==> src/rtl/usb_pkt_fifo.sv <==
// usb_pkt_fifo: store-and-forward packet FIFO with SOP/EOP sideband.
// Words are released downstream only once their packet's EOP is committed.
// A partially written packet is rolled back on cancel, on a SOP restart,
// or when it can never fit in storage (oversize).
//
// Handshake semantics: a word moves on a port in any cycle where that
// port's valid and ready are both high at the rising clock edge. up_ready
// is a function of registered state only. dn_valid never depends on dn_ready.
module usb_pkt_fifo #(
  parameter int DATA_W = 8,
  parameter int DEPTH  = 16,
  localparam int AW    = $clog2(DEPTH) + 1
) (
  input  logic              clk,
  input  logic              rst,
  input  logic              up_valid,
  output logic              up_ready,
  input  logic [DATA_W-1:0] up_data,
  input  logic              up_sop,
  input  logic              up_eop,
  input  logic              up_cancel,
  output logic              dn_valid,
  input  logic              dn_ready,
  output logic [DATA_W-1:0] dn_data,
  output logic              dn_sop,
  output logic              dn_eop,
  output logic [AW-1:0]     pkt_cnt,
  output logic [AW-1:0]     level,
  output logic              drop_err,
  output logic [1:0]        dbg_state
);

  typedef enum logic [1:0] {
    S_IDLE    = 2'd0,
    S_PKT     = 2'd1,
    S_DISCARD = 2'd2
  } state_t;

  localparam logic [AW-1:0] DEPTH_P = AW'(DEPTH);

  // Storage entry layout: {sop, eop, data}
  logic [DATA_W+1:0] r_mem [DEPTH];

  state_t            r_state;
  logic [AW-1:0]     r_wr_ptr;
  logic [AW-1:0]     r_commit_ptr;
  logic [AW-1:0]     r_rd_ptr;
  logic [AW-1:0]     r_pkt_cnt;
  logic              r_drop_err;
  logic              r_rst_done;

  logic [AW-1:0]     w_used;
  logic              w_full;
  logic              w_oversize;
  logic              w_up_hs;
  logic              w_dn_hs;
  logic [DATA_W+1:0] w_rd_word;
  logic              w_pop_eop;

  logic              w_wr_en;
  logic [AW-2:0]     w_wr_addr;
  logic [AW-1:0]     w_wr_ptr_nxt;
  logic [AW-1:0]     w_commit_ptr_nxt;
  state_t            w_state_nxt;
  logic              w_drop_nxt;
  logic              w_commit;

  assign w_used     = r_wr_ptr - r_rd_ptr;
  assign w_full     = (w_used == DEPTH_P);
  // Storage is full of one in-progress packet with nothing committed ahead
  // of it: no read can ever free space for this packet.
  assign w_oversize = (r_state == S_PKT) && w_full && (r_commit_ptr == r_rd_ptr);

  // DISCARD swallows words regardless of fill; otherwise stall when full.
  assign up_ready = r_rst_done && ((r_state == S_DISCARD) || !w_full);
  assign w_up_hs  = up_valid && up_ready;

  assign dn_valid  = (r_rd_ptr != r_commit_ptr);
  assign w_dn_hs   = dn_valid && dn_ready;
  assign w_rd_word = r_mem[r_rd_ptr[AW-2:0]];
  assign w_pop_eop = w_dn_hs && w_rd_word[DATA_W];

  assign dn_data   = w_rd_word[DATA_W-1:0];
  assign dn_eop    = w_rd_word[DATA_W];
  assign dn_sop    = w_rd_word[DATA_W+1];
  assign level     = w_used;
  assign pkt_cnt   = r_pkt_cnt;
  assign drop_err  = r_drop_err;
  assign dbg_state = r_state;

  // Write-side next state: pointer moves, commits, rollbacks and FSM transitions
  always_comb begin
    w_wr_en          = 1'b0;
    w_wr_addr        = r_wr_ptr[AW-2:0];
    w_wr_ptr_nxt     = r_wr_ptr;
    w_commit_ptr_nxt = r_commit_ptr;
    w_state_nxt      = r_state;
    w_drop_nxt       = 1'b0;
    w_commit         = 1'b0;
    case (r_state)
      S_IDLE: begin
        // Words without SOP are dropped silently; cancel has no effect here.
        if (w_up_hs && up_sop) begin
          w_wr_en      = 1'b1;
          w_wr_ptr_nxt = r_wr_ptr + 1'b1;
          if (up_eop) begin
            w_commit         = 1'b1;
            w_commit_ptr_nxt = r_wr_ptr + 1'b1;
          end else begin
            w_state_nxt = S_PKT;
          end
        end
      end
      S_PKT: begin
        if (up_cancel) begin
          // Cancel wins over any word in the same cycle, EOP included.
          w_wr_ptr_nxt = r_commit_ptr;
          w_state_nxt  = S_IDLE;
        end else if (w_oversize) begin
          w_wr_ptr_nxt = r_commit_ptr;
          w_state_nxt  = S_DISCARD;
          w_drop_nxt   = 1'b1;
        end else if (w_up_hs) begin
          if (up_sop) begin
            // Restart: discard the partial packet and write the SOP word
            // at the rollback point.
            w_drop_nxt   = 1'b1;
            w_wr_en      = 1'b1;
            w_wr_addr    = r_commit_ptr[AW-2:0];
            w_wr_ptr_nxt = r_commit_ptr + 1'b1;
            if (up_eop) begin
              w_commit         = 1'b1;
              w_commit_ptr_nxt = r_commit_ptr + 1'b1;
              w_state_nxt      = S_IDLE;
            end
          end else begin
            w_wr_en      = 1'b1;
            w_wr_ptr_nxt = r_wr_ptr + 1'b1;
            if (up_eop) begin
              w_commit         = 1'b1;
              w_commit_ptr_nxt = r_wr_ptr + 1'b1;
              w_state_nxt      = S_IDLE;
            end
          end
        end
      end
      S_DISCARD: begin
        if (up_cancel) begin
          w_state_nxt = S_IDLE;
        end else if (w_up_hs) begin
          // A SOP word can only start a new packet if there is room; when
          // storage is full of committed data it is swallowed like the rest.
          if (up_sop && !w_full) begin
            w_wr_en      = 1'b1;
            w_wr_ptr_nxt = r_wr_ptr + 1'b1;
            if (up_eop) begin
              w_commit         = 1'b1;
              w_commit_ptr_nxt = r_wr_ptr + 1'b1;
              w_state_nxt      = S_IDLE;
            end else begin
              w_state_nxt = S_PKT;
            end
          end else if (up_eop) begin
            w_state_nxt = S_IDLE;
          end
        end
      end
      default: begin
        w_state_nxt = S_IDLE;
      end
    endcase
  end

  // Registered control state, pointers, packet count and error pulse
  always_ff @(posedge clk or negedge rst) begin
    if (!rst) begin
      r_state      <= S_IDLE;
      r_wr_ptr     <= '0;
      r_commit_ptr <= '0;
      r_rd_ptr     <= '0;
      r_pkt_cnt    <= '0;
      r_drop_err   <= 1'b0;
      r_rst_done   <= 1'b0;
    end else begin
      r_state      <= w_state_nxt;
      r_wr_ptr     <= w_wr_ptr_nxt;
      r_commit_ptr <= w_commit_ptr_nxt;
      r_drop_err   <= w_drop_nxt;
      r_rst_done   <= 1'b1;
      if (w_dn_hs) begin
        r_rd_ptr <= r_rd_ptr + 1'b1;
      end
      case ({w_commit, w_pop_eop})
        2'b10:   r_pkt_cnt <= r_pkt_cnt + 1'b1;
        2'b01:   r_pkt_cnt <= r_pkt_cnt - 1'b1;
        default: r_pkt_cnt <= r_pkt_cnt;
      endcase
    end
  end

  // Storage array write port; contents need no reset since pointers gate reads
  always_ff @(posedge clk) begin
    if (w_wr_en) begin
      r_mem[w_wr_addr] <= {up_sop, up_eop, up_data};
    end
  end

endmodule
==> config.mk <==
export PLATFORM = sky130hd
export DESIGN_NAME = usb_pkt_fifo
export DESIGN_NICKNAME = d
export VERILOG_FILES = /design/src/rtl/usb_pkt_fifo.sv
export SDC_FILE = /design/constraint.sdc
export NUM_CORES = 1
export LEC_CHECK = 0
export BUFFER_PORTS_ARGS = -buffer_cell sky130_fd_sc_hd__buf_4
export CORE_ASPECT_RATIO = 1.4
export CORE_MARGIN = 1.5
export CORE_UTILIZATION = 61
export DETAILED_ROUTE_END_ITERATION = 10
export PLACE_DENSITY = 0.83
export SLEW_MARGIN = 20
export SYNTH_ARGS = -nofsm -noshare
export SYNTH_HDL_FRONTEND = slang
export SYNTH_SLANG_ARGS = --single-unit
==> constraint.sdc <==
create_clock -name clk -period 5.3 [get_ports clk]
set_clock_uncertainty 0.15 [all_clocks]
set_input_delay 1.325 -clock clk [delete_from_list [all_inputs] [get_ports clk]]
set_output_delay 1.325 -clock clk [all_outputs]
set_load 0.01 [all_outputs]
==> impl_metrics.json <==
{
  "status": "finished clean",
  "reg2reg_depth": 19,
  "power.total_mw": 5.401,
  "ys_ff_latch": 184,
  "pre_cts_slack_ns": 0.6515,
  "fin_cells": 741,
  "setup_viol": 0,
  "num_antenna_cells": 0,
  "root_buffer": "clkbuf_16",
  "muxShareOfSynthArea": 0.1420,
  "grt_first_pass_wirelength_um": 27990,
  "syn_nets": 523,
  "dr.max_layer_used": "met4",
  "place_congestion": 1.020,
  "grt_max_degree": 45,
  "synthCells": 495,
  "die-area_um2": 14180,
  "critPathMaxFanout": 9,
  "fin_nets": 575,
  "grt_use_total": 0.2800,
  "drt_iter0_drc": 396,
  "yosys.area_share.simple": 0.05865,
  "placedCellCount": 710,
  "critPathRequiredTime_ns": 5.46,
  "io_pins": 40,
  "r2r-start": "r_wr_ptr[0]",
  "hold_violations": 0,
  "synth_cell_types": 65,
  "ctsLongestPathBuffers": 2,
  "relSlewSlack": 0.3381,
  "die_w_um": 101.1,
  "grt-ovfl-total": 0,
  "htreeDepth": 4,
  "yosys_most_used_dff": "edfxtp_1",
  "synth_xor_area_frac": 0.02559,
  "die_h_um": 140.3,
  "cts.repair.resized": 0,
  "fp-row-count": 50,
  "synthAdderAreaFrac": 0.02163,
  "hold_depth": 1,
  "wire_per_inst_um": 24.80,
  "synth_top_family_by_area": "multiplexers",
  "rsz0062_at_grt": "false",
  "cts.clk_slew.worst_paths_ns": 0.06,
  "startpoint_type": "flop",
  "fmax_mhz": 214.4,
  "period_share": 0.8801,
  "ys_seq_area_frac": 0.6581,
  "drc": 0,
  "drv_slew": 0,
  "async_flop_share": 0.1304,
  "finish.utilization": 0.7097,
  "dr_wl_met2_um": 9779,
  "grt_pass1_vias": 4871,
  "min_period_ns": 4.665,
  "ys_warn_count": 0,
  "synth.cell_area_um2": 8213,
  "rrSetupSlack_ns": 0.64,
  "routedLengthMet1_um": 6786,
  "tightest_slew_ns": 0.9862,
  "hp-class": "flop to flop",
  "cts_tree": "done",
  "max_cap_viol_count": 0,
  "p_leak_nw": 3.245,
  "drive_gt1_frac": 0.2809,
  "hold_start": "pkt_cnt[4]",
  "start_util": 0.6192,
  "crit_type": "flop to flop",
  "cts_setup_buffers": 0,
  "core_um2": 13260,
  "setup.worst_path.end_class": "flop",
  "cts_buffers": 17,
  "synth.avg_cell_area_um2": 16.59,
  "worstReg2RegEnd": "pkt_cnt[4]",
  "cts_num_sinks": 184,
  "synth-compound-area-share": 0.06947,
  "ctsHoldBuffers": 0,
  "synth-edff-count": 160,
  "hpwl_um": 12060,
  "vias": 4771,
  "io_buffers": 39,
  "arrival_ns": 4.82,
  "wirelength_um": 18380,
  "tns_ns": 0,
  "setup_slack_ns": 0.6353,
  "antenna_found_initial": 0,
  "whs_endpoint": "pkt_cnt[4]",
  "peakVddDrop_v": 0.0003488,
  "final_antenna_net_count": 0,
  "dr_wl_met3_um": 1001,
  "clk_latency_ns": 0.42,
  "avgViaCountPerCell": 6.439,
  "p_per_area_nw_per_um2": 573.8,
  "first_pass_iters": 5,
  "areaGrowthSynthToFinish_pct": 14.61
}
[power by group]
part	internal, mW	switching, mW
Combinational	1.03	1.23
Clock	0.746	0.531
Sequential	1.69	0.168
[worst max-delay path by stage]
stage                      from    endpoint  slack (ns)  depth (start not counted)
finish              r_wr_ptr[0]  pkt_cnt[4]        0.64                         19
global route        r_wr_ptr[0]  pkt_cnt[4]        0.34                         19
CTS                 r_wr_ptr[0]  pkt_cnt[4]        0.64                         19
detailed placement  r_wr_ptr[0]  pkt_cnt[4]        0.65                         19
global placement    r_wr_ptr[0]  pkt_cnt[4]        0.83                         19
floorplan           r_rd_ptr[1]  pkt_cnt[4]        0.51                         21
[sequential cells by signal, summed over array words and instances (netlist names)]
signal	flops
r_mem	160
pkt_cnt	5
r_commit_ptr	5
r_rd_ptr	5
r_wr_ptr	5
dbg_state	2
drop_err	1
r_rst_done	1
[cell type report]
type | instances | area [µm²]
Clock buffer | 18 | 429.2
Clock inverter | 13 | 167.7
Fill cell | 846 | 3850
Inverter | 24 | 90.09
Multi-Input combinational cell | 260 | 2640
Sequential cell | 184 | 5408
Tap cell | 182 | 227.7
Timing Repair Buffer | 60 | 450.4
[cells by family (layout without fill, tap and decap cells)]
group	after synthesis	after routing
flops	184	184
simple gates	93	93
compound gates	78	78
mux	54	54
buf+inv	51	115
xor+xnor	21	21
fa+ha+maj	13	13
other cells	1	1
[layer usage]
| metal | vias to the layer above | GRT usage |
|---|---|---|
| li1 | 2077 | - |
| met1 | 2451 | 0.3482 |
| met2 | 197 | 0.4698 |
| met3 | 46 | 0.04491 |
| met4 | 0 | 0.1499 |
| met5 | - | 0 |
[synth_stat cells, drive strengths merged (4+ instances only)]
cell / n / area (µm²)
a21oi: 17 / 85.08
clkbuf: 20 / 75.07
o21ai: 11 / 55.05
a211oi: 6 / 45.04
mux2i: 4 / 40.04
mux4: 50 / 1126
edfxtp: 160 / 4805
o22ai: 5 / 31.28
buf: 7 / 32.53
nor4: 5 / 31.28
o31ai: 4 / 35.03
ha: 11 / 137.6
nor3: 24 / 136.4
inv: 24 / 90.09
xnor2: 10 / 106.4
a31oi: 7 / 43.79
dfrtp: 24 / 600.6
nor2: 21 / 78.83
nand3: 8 / 40.04
nand2b: 6 / 37.54
xor2: 11 / 103.9
nand2: 15 / 56.30
[critical path, stage by stage, from the launching register on]
cell	delay, ns
dfrtp_1	0.53
inv_1	0.14
ha_1	0.25
fa_1	0.41
xnor2_1	0.21
nor3_4	0.29
nand3_1	0.18
o31ai_2	0.21
buf_4	0.20
nor2_1	0.07
o211ai_1	0.45
ha_1	0.32
inv_1	0.10
fa_1	0.42
inv_1	0.07
a21o_1	0.10
a21oi_1	0.07
xnor2_1	0.16
nor2_1	0.07
xor2_1	0.15
[metrics by stage]
| stage | hold WS [ns] | area (µm²) |
|---|---|---|
| after floorplan | 0.3512 | 8213 |
| after global placement | 0.3074 | 8816 |
| after detailed placement | 0.3242 | 8816 |
| after CTS | 0.3367 | 9413 |
| after global routing | 0.3651 | 9413 |
| final | 0.3280 | 9413 |
[placed cells by master, fill, tap and decap left out, types with 8 or more instances in the layout]
cell type	synthesis	routed
mux4_2	50	50
nor2_1	21	21
ha_1	11	11
nor3_1	22	16
edfxtp_1	160	160
nand3_1	8	8
buf_4	0	60
clkbuf_16	0	17
dfrtp_1	24	22
xnor2_1	9	9
o21ai_0	8	8
nand2_1	15	15
a21oi_1	17	17
inv_1	22	22
xor2_1	10	10
(Power assumes the default switching activity.)
